==> src/rtl/fft8_pkg.sv <==
// rtl/fft8_pkg.sv - shared widths, twiddle constants and state encoding for the 8-point SDF FFT controller
package fft8_pkg;
  localparam int DW  = 24;
  localparam int LAT = 11;

  // W8^k in signed Q2.22
  localparam logic [DW-1:0] W0_RE = 24'h400000;
  localparam logic [DW-1:0] W0_IM = 24'h000000;
  localparam logic [DW-1:0] W1_RE = 24'h2D413D;
  localparam logic [DW-1:0] W1_IM = 24'hD2BEC3;
  localparam logic [DW-1:0] W2_RE = 24'h000000;
  localparam logic [DW-1:0] W2_IM = 24'hC00000;
  localparam logic [DW-1:0] W3_RE = 24'hD2BEC3;
  localparam logic [DW-1:0] W3_IM = 24'hD2BEC3;

  typedef enum logic [1:0] {
    ST_IDLE = 2'd0,
    ST_RUN  = 2'd1,
    ST_GAP  = 2'd2
  } state_e;
endpackage

==> src/rtl/fft8_sdf_ctrl_if.sv <==
// rtl/fft8_sdf_ctrl_if.sv - sample handshake, stage selects, twiddles and output flags of the SDF controller
interface fft8_sdf_ctrl_if #(
  parameter int DW = fft8_pkg::DW
);
  logic          in_valid;
  logic          in_ready;
  logic          sel1;
  logic          sel2;
  logic          sel3;
  logic [DW-1:0] tw1_re;
  logic [DW-1:0] tw1_im;
  logic [DW-1:0] tw2_re;
  logic [DW-1:0] tw2_im;
  logic          out_valid;
  logic          out_first;
  logic          frame_err;
  logic          busy;

  modport master (
    output in_valid,
    input  in_ready, sel1, sel2, sel3, tw1_re, tw1_im, tw2_re, tw2_im,
    input  out_valid, out_first, frame_err, busy
  );

  modport slave (
    input  in_valid,
    output in_ready, sel1, sel2, sel3, tw1_re, tw1_im, tw2_re, tw2_im,
    output out_valid, out_first, frame_err, busy
  );
endinterface

==> src/rtl/fft8_twiddle_rom.sv <==
// rtl/fft8_twiddle_rom.sv - 2-bit index to W8^idx (re, im) lookup
module fft8_twiddle_rom
  import fft8_pkg::*;
#(
  parameter int DW = fft8_pkg::DW
) (
  input  logic [1:0]    idx_i,
  output logic [DW-1:0] re_o,
  output logic [DW-1:0] im_o
);
  always_comb begin
    re_o = DW'(W0_RE);
    im_o = DW'(W0_IM);
    unique case (idx_i)
      2'd1: begin re_o = DW'(W1_RE); im_o = DW'(W1_IM); end
      2'd2: begin re_o = DW'(W2_RE); im_o = DW'(W2_IM); end
      2'd3: begin re_o = DW'(W3_RE); im_o = DW'(W3_IM); end
      default: begin re_o = DW'(W0_RE); im_o = DW'(W0_IM); end
    endcase
  end
endmodule

==> src/rtl/fft8_sdf_ctrl.sv <==
// rtl/fft8_sdf_ctrl.sv - frame FSM, phase counter, stage selects/twiddles and valid pipe for an 8-point SDF FFT
module fft8_sdf_ctrl
  import fft8_pkg::*;
#(
  parameter int DW  = fft8_pkg::DW,
  parameter int LAT = fft8_pkg::LAT
) (
  input logic            clk,
  input logic            rst,
  fft8_sdf_ctrl_if.slave bus
);
  state_e         state_q, state_d;
  logic [2:0]     ph_q, ph_d, cnt_q, cnt_d;
  logic [1:0]     k2;
  logic [LAT-1:0] vpipe_q, vpipe_d, fpipe_q, fpipe_d;
  logic [LAT-2:0] keep;
  logic           accept, abort, active;
  logic [1:0]     tw1_idx, tw2_idx;
  logic [DW-1:0]  rom1_re, rom1_im, rom2_re, rom2_im;
  logic           in_ready_q, busy_q, sel1_q, sel2_q, sel3_q, frame_err_q;
  logic [DW-1:0]  tw1_re_q, tw1_im_q, tw2_re_q, tw2_im_q;

  always_comb begin
    accept = bus.in_valid && in_ready_q;
    abort  = (state_q == ST_RUN) && !bus.in_valid;
    // On abort the current frame's samples occupy the low cnt_q pipe bits
    keep    = abort ? ~(((LAT-1)'(1) << cnt_q) - (LAT-1)'(1)) : '1;
    vpipe_d = {vpipe_q[LAT-2:0] & keep, accept};
    fpipe_d = {fpipe_q[LAT-2:0] & keep, accept && (cnt_q == 3'd0)};

    state_d = state_q;
    cnt_d   = cnt_q;
    unique case (state_q)
      ST_IDLE: begin
        if (bus.in_valid) begin
          state_d = ST_RUN;
          cnt_d   = 3'd1;
        end
      end
      ST_RUN: begin
        if (!bus.in_valid) begin
          state_d = ST_GAP;
          cnt_d   = 3'd0;
        end else begin
          cnt_d = cnt_q + 3'd1;
          if (cnt_q == 3'd7) state_d = ST_GAP;
        end
      end
      ST_GAP: begin
        if (accept) begin
          state_d = ST_RUN;
          cnt_d   = 3'd1;
        end else if (vpipe_d == '0) begin
          state_d = ST_IDLE;
        end
      end
      default: state_d = ST_IDLE;
    endcase

    active = (state_d != ST_IDLE);
    ph_d   = active ? ph_q + 3'd1 : 3'd0;
    // ph_q is (t-1) mod 8 for the output cycle t; k1 = k3 = ph_q, k2 mod 4 = ph_q + 3
    k2      = ph_q[1:0] + 2'd3;
    tw1_idx = (!active || ph_q[2]) ? 2'd0 : ph_q[1:0];
    tw2_idx = (!active || k2[1]) ? 2'd0 : {k2[0], 1'b0};
  end

  fft8_twiddle_rom #(.DW(DW)) u_rom1 (.idx_i(tw1_idx), .re_o(rom1_re), .im_o(rom1_im));
  fft8_twiddle_rom #(.DW(DW)) u_rom2 (.idx_i(tw2_idx), .re_o(rom2_re), .im_o(rom2_im));

  always_ff @(posedge clk) begin
    if (rst) begin
      state_q     <= ST_IDLE;
      ph_q        <= 3'd0;
      cnt_q       <= 3'd0;
      vpipe_q     <= '0;
      fpipe_q     <= '0;
      sel1_q      <= 1'b0;
      sel2_q      <= 1'b0;
      sel3_q      <= 1'b0;
      tw1_re_q    <= DW'(W0_RE);
      tw1_im_q    <= DW'(W0_IM);
      tw2_re_q    <= DW'(W0_RE);
      tw2_im_q    <= DW'(W0_IM);
      frame_err_q <= 1'b0;
      in_ready_q  <= 1'b1;
      busy_q      <= 1'b0;
    end else begin
      state_q     <= state_d;
      ph_q        <= ph_d;
      cnt_q       <= cnt_d;
      vpipe_q     <= vpipe_d;
      fpipe_q     <= fpipe_d;
      sel1_q      <= active & ph_q[2];
      sel2_q      <= active & k2[1];
      sel3_q      <= active & ph_q[0];
      tw1_re_q    <= rom1_re;
      tw1_im_q    <= rom1_im;
      tw2_re_q    <= rom2_re;
      tw2_im_q    <= rom2_im;
      frame_err_q <= abort;
      in_ready_q  <= (state_d != ST_GAP) || (ph_d == 3'd0);
      busy_q      <= active;
    end
  end

  assign bus.in_ready  = in_ready_q;
  assign bus.busy      = busy_q;
  assign bus.sel1      = sel1_q;
  assign bus.sel2      = sel2_q;
  assign bus.sel3      = sel3_q;
  assign bus.tw1_re    = tw1_re_q;
  assign bus.tw1_im    = tw1_im_q;
  assign bus.tw2_re    = tw2_re_q;
  assign bus.tw2_im    = tw2_im_q;
  assign bus.frame_err = frame_err_q;
  assign bus.out_valid = vpipe_q[LAT-1];
  assign bus.out_first = vpipe_q[LAT-1] & fpipe_q[LAT-1];
endmodule
==> src/flat_wrapper.sv <==
// flat-port wrapper written by rule: the top's interface ports become plain ports
module fft8_sdf_ctrl_flat import fft8_pkg::*;
#(
  parameter int DW  = fft8_pkg::DW,
  parameter int LAT = fft8_pkg::LAT
)
  (clk, rst, bus_in_valid, bus_in_ready, bus_sel1, bus_sel2, bus_sel3, bus_tw1_re, bus_tw1_im, bus_tw2_re, bus_tw2_im, bus_out_valid, bus_out_first, bus_frame_err, bus_busy);
  fft8_sdf_ctrl_if #(.DW(DW)) bus_i ();
  input logic clk;
  input logic rst;
  input wire logic [$bits(bus_i.in_valid)-1:0] bus_in_valid;
  output wire logic [$bits(bus_i.in_ready)-1:0] bus_in_ready;
  output wire logic [$bits(bus_i.sel1)-1:0] bus_sel1;
  output wire logic [$bits(bus_i.sel2)-1:0] bus_sel2;
  output wire logic [$bits(bus_i.sel3)-1:0] bus_sel3;
  output wire logic [$bits(bus_i.tw1_re)-1:0] bus_tw1_re;
  output wire logic [$bits(bus_i.tw1_im)-1:0] bus_tw1_im;
  output wire logic [$bits(bus_i.tw2_re)-1:0] bus_tw2_re;
  output wire logic [$bits(bus_i.tw2_im)-1:0] bus_tw2_im;
  output wire logic [$bits(bus_i.out_valid)-1:0] bus_out_valid;
  output wire logic [$bits(bus_i.out_first)-1:0] bus_out_first;
  output wire logic [$bits(bus_i.frame_err)-1:0] bus_frame_err;
  output wire logic [$bits(bus_i.busy)-1:0] bus_busy;
  assign bus_i.in_valid = bus_in_valid;
  assign bus_in_ready = bus_i.in_ready;
  assign bus_sel1 = bus_i.sel1;
  assign bus_sel2 = bus_i.sel2;
  assign bus_sel3 = bus_i.sel3;
  assign bus_tw1_re = bus_i.tw1_re;
  assign bus_tw1_im = bus_i.tw1_im;
  assign bus_tw2_re = bus_i.tw2_re;
  assign bus_tw2_im = bus_i.tw2_im;
  assign bus_out_valid = bus_i.out_valid;
  assign bus_out_first = bus_i.out_first;
  assign bus_frame_err = bus_i.frame_err;
  assign bus_busy = bus_i.busy;
  fft8_sdf_ctrl #(.DW(DW), .LAT(LAT)) u_core (.clk(clk), .rst(rst), .bus(bus_i));
endmodule
==> config.mk <==
export PLATFORM = sky130hd
export DESIGN_NAME = fft8_sdf_ctrl_flat
export DESIGN_NICKNAME = d
export VERILOG_FILES = /design/src/rtl/fft8_pkg.sv /design/src/rtl/fft8_sdf_ctrl_if.sv /design/src/rtl/fft8_twiddle_rom.sv /design/src/rtl/fft8_sdf_ctrl.sv /design/src/flat_wrapper.sv
export SDC_FILE = /design/constraint.sdc
export NUM_CORES = 1
export LEC_CHECK = 0
export ABC_CLOCK_PERIOD_IN_PS = 2900
export CORE_MARGIN = 2
export CORE_UTILIZATION = 30
export CTS_CLUSTER_SIZE = 20
export DETAILED_ROUTE_END_ITERATION = 7
export GPL_ROUTABILITY_DRIVEN = 0
export SLEW_MARGIN = 5
export SYNTH_ARGS = -nofsm -noshare
export SYNTH_HDL_FRONTEND = slang
export SYNTH_SLANG_ARGS = --single-unit
==> constraint.sdc <==
create_clock -name clk -period 2.9 [get_ports clk]
set_input_delay 0.58 -clock clk [delete_from_list [all_inputs] [get_ports clk]]
set_output_delay 0.58 -clock clk [all_outputs]
set_load 0.005 [all_outputs]
==> out/metrics.cfg <==
[status]
outcome=completed

[placed_design]
numPortBuffers=51
dp.final_hpwl_mm=3.690
dpl_cell_area_um2=2959

[finish]
n_fill_cell=875
layout-drive-gt1-share_pct=14.66
final_util_pct=35.99
antenna_cells=0
layout_common_cells=conb_1, clkdlybuf4s50_1, dfxtp_1
fin_nets=356
areaGrowthSynthToFinish_pct=18.00
mostFrequentLayoutCell=conb_1
stdcell_area_um2=3108

[clock_network]
clk_path_buf_depth=2
cts_sinks=43
cts_tree=done
cts_hold_buf=0
insertion_delay_ns=0.29
htree_levels=2
clkSlewWorstSetupHoldPaths_ns=0.08
cts.root.buffer_cell=clkbuf_8
numCtsBuffers=5

[sta]
setup_viol=0
hold_violations=0
slew_violations=0
maxSlewHeadroom_pct=60.36
finalCritPeriodShare_pct=95.87
rsz0062_at_grt=false
fmax_mhz=359.7
clock_skew_ns=0.006052
worst_slew_pin_slew_ns=0.5928
period_needed_ns=2.780

[routing]
vias_per_cell=4.007
antenna_left=0
vias=1799
drtIter0Drc=54
drc=0
wire_per_inst_um=10.20
drt_wl_total_mm=4.578
drtPass1Iterations=4

[global_routing]
grt_usage_pct=9.532
grt_pass1_wl_mm=7.431
grt_remaining_overflow=0
antenna_found_initial=0
grt_pass1_vias=1521
grt_max_degree=15

[worst_hold_path]
hold_path_class=reg2reg

[setup_path]
cp.arrival_ns=2.94
end_kind=flop
required_ns=3.06
crit_type=in2reg
crit_fanout=4
crit_slowest_cell=clkdlybuf4s50_1
cp_cell_sequence=clkdlybuf4s50_1, or3b_1, nor4b_4, a211oi_4, a2111oi_4, and3_4, nor4b_1, ha_1, nor2b_1
start_kind=input pin
slowest_delay_ns=0.47

[die]
core_um2=8636
fp-row-count=34
start_util_pct=30.50
fp.dieH_um=97.70
die_area_um2=9544
boundaryPins=107
die_w_um=97.70

[synthesis]
yosysWarnings=0
synthesis.area_um2=2634
synth_cell_types=49
synth_edf_count=0
synth.avg_cell_area_um2=8.779
ys_seq_area_share_pct=32.68
async_flop_share_pct=0
yosysTopAreaCell=dfxtp_1
ys_seq_elements=43
synth_top_cells_by_area=dfxtp_1, buf_4, ha_1, and2_1, nor2_1
ys.flop_type=dfxtp_1
synthCells=300
yosysTopAreaCellShare_pct=32.68

[flow_run]
cap_violations=0

[pwr]
ir_drop_uv=148.5
p_leak_nw=1.318
powerDensity_nw_per_um2=402.7

## power breakdown
| group | switching, mW | total (mW) | internal (mW) |
|---|---|---|---|
| logic | 0.119 | 0.246 | 0.128 |
| clock network | 0.193 | 0.380 | 0.187 |
| registers | 0.0165 | 0.626 | 0.609 |
| total | 0.328 | 1.25 | 0.924 |
## Yosys cell counts, types with 3 or more instances
| cell | number |
|---|---|
| xnor2_1 | 4 |
| nand2_1 | 9 |
| a31oi_1 | 6 |
| clkbuf_1 | 4 |
| dfxtp_1 | 43 |
| nand2b_1 | 5 |
| inv_1 | 17 |
| ha_1 | 12 |
| o21ai_0 | 9 |
| nor2b_1 | 7 |
| nor3_1 | 6 |
| a22oi_1 | 3 |
| nor2_1 | 20 |
| and2_1 | 20 |
| a21oi_1 | 7 |
| buf_4 | 90 |
## worst max-delay path: cells and delay by family
| kind | cells | cell delay [ns] |
|---|---|---|
| simple gates | 5 | 1.26 |
| buf+inv | 1 | 0.47 |
| compound gates | 2 | 0.45 |
| fa+ha+maj | 1 | 0.19 |
## kinds of logic after synthesis
kind of cell	after synthesis	synth area share (%)
flops	43	32.68
simple gates	83	18.10
fa+ha+maj	12	5.701
xor+xnor	4	1.330
compound gates	42	12.21
other cells	1	0.1424
buf+inv	115	29.83
## layout make-up
class / instances / area [um2] / area share [%]
Sequential cell: 43 / 864.6 / 27.82
Inverter: 17 / 63.81 / 2.053
Timing Repair Buffer: 78 / 713.2 / 22.95
Clock buffer: 6 / 82.58 / 2.657
Clock inverter: 1 / 5.005 / 0.1610
Tap cell: 108 / 135.1 / 4.348
Multi-Input combinational cell: 196 / 1244 / 40.02
## metal layers
| metal | track usage (%) | vias to the layer above | wire, um |
|---|---|---|---|
| met1 | 12.38 | 805 | 2137 |
| li1 | - | 914 | - |
| met2 | 15.38 | 74 | 2080 |
| met3 | 2.446 | 6 | 299 |
| met4 | 3.205 | 0 | 61 |
| met5 | 0 | - | 0 |
## through the flow
stage	worst slack (ns)	power (mW)	hold WS, ns	TNS, ns	cells
5_1_grt	0.007160	1.329	0.4336	0	449
2_1_floorplan	0.01568	0.8414	0.3936	0	354
4_1_cts	0.005984	1.264	0.4211	0	448
3_5_place_dp	-0.1927	0.8734	0.4090	-0.8951	441
3_3_place_gp	-0.1555	0.8698	0.4078	-0.5599	441
6_report	0.1197	1.252	0.4172	0	449
## registers in the layout, summed over array words and instances (netlist names)
register / flops
u_core.state_q: 2
u_core.bus.sel2: 1
u_core.bus.busy: 1
u_core.ph_q: 3
u_core.fpipe_q: 11
u_core.vpipe_q: 11
u_core.bus.sel1: 1
u_core.bus.sel3: 1
u_core.bus.tw2_re: 1
u_core.bus.frame_err: 1
u_core.bus.tw2_im: 1
u_core.cnt_q: 3
u_core.bus.tw1_im: 2
u_core.bus.tw1_re: 3
u_core.bus.in_ready: 1
## worst paths after layout
kind,startpoint,to,slack [ns],cells past startpoint
max,bus_in_valid,u_core.bus.tw1_re[20],0.12,9
min reg2reg,u_core.fpipe_q[5],u_core.fpipe_q[6],0.42,2
min,u_core.fpipe_q[5],u_core.fpipe_q[6],0.42,2
max reg2reg,u_core.cnt_q[0],u_core.bus.tw1_re[22],0.13,12
## repair_timing
item / CTS / global route
buffers inserted: 0 / 1
pin swaps: 1 / 4
gates resized for setup: 8 / 4
setup endpoints to repair: 3 / 3
Note: power is estimated with default switching activity, not from simulation.
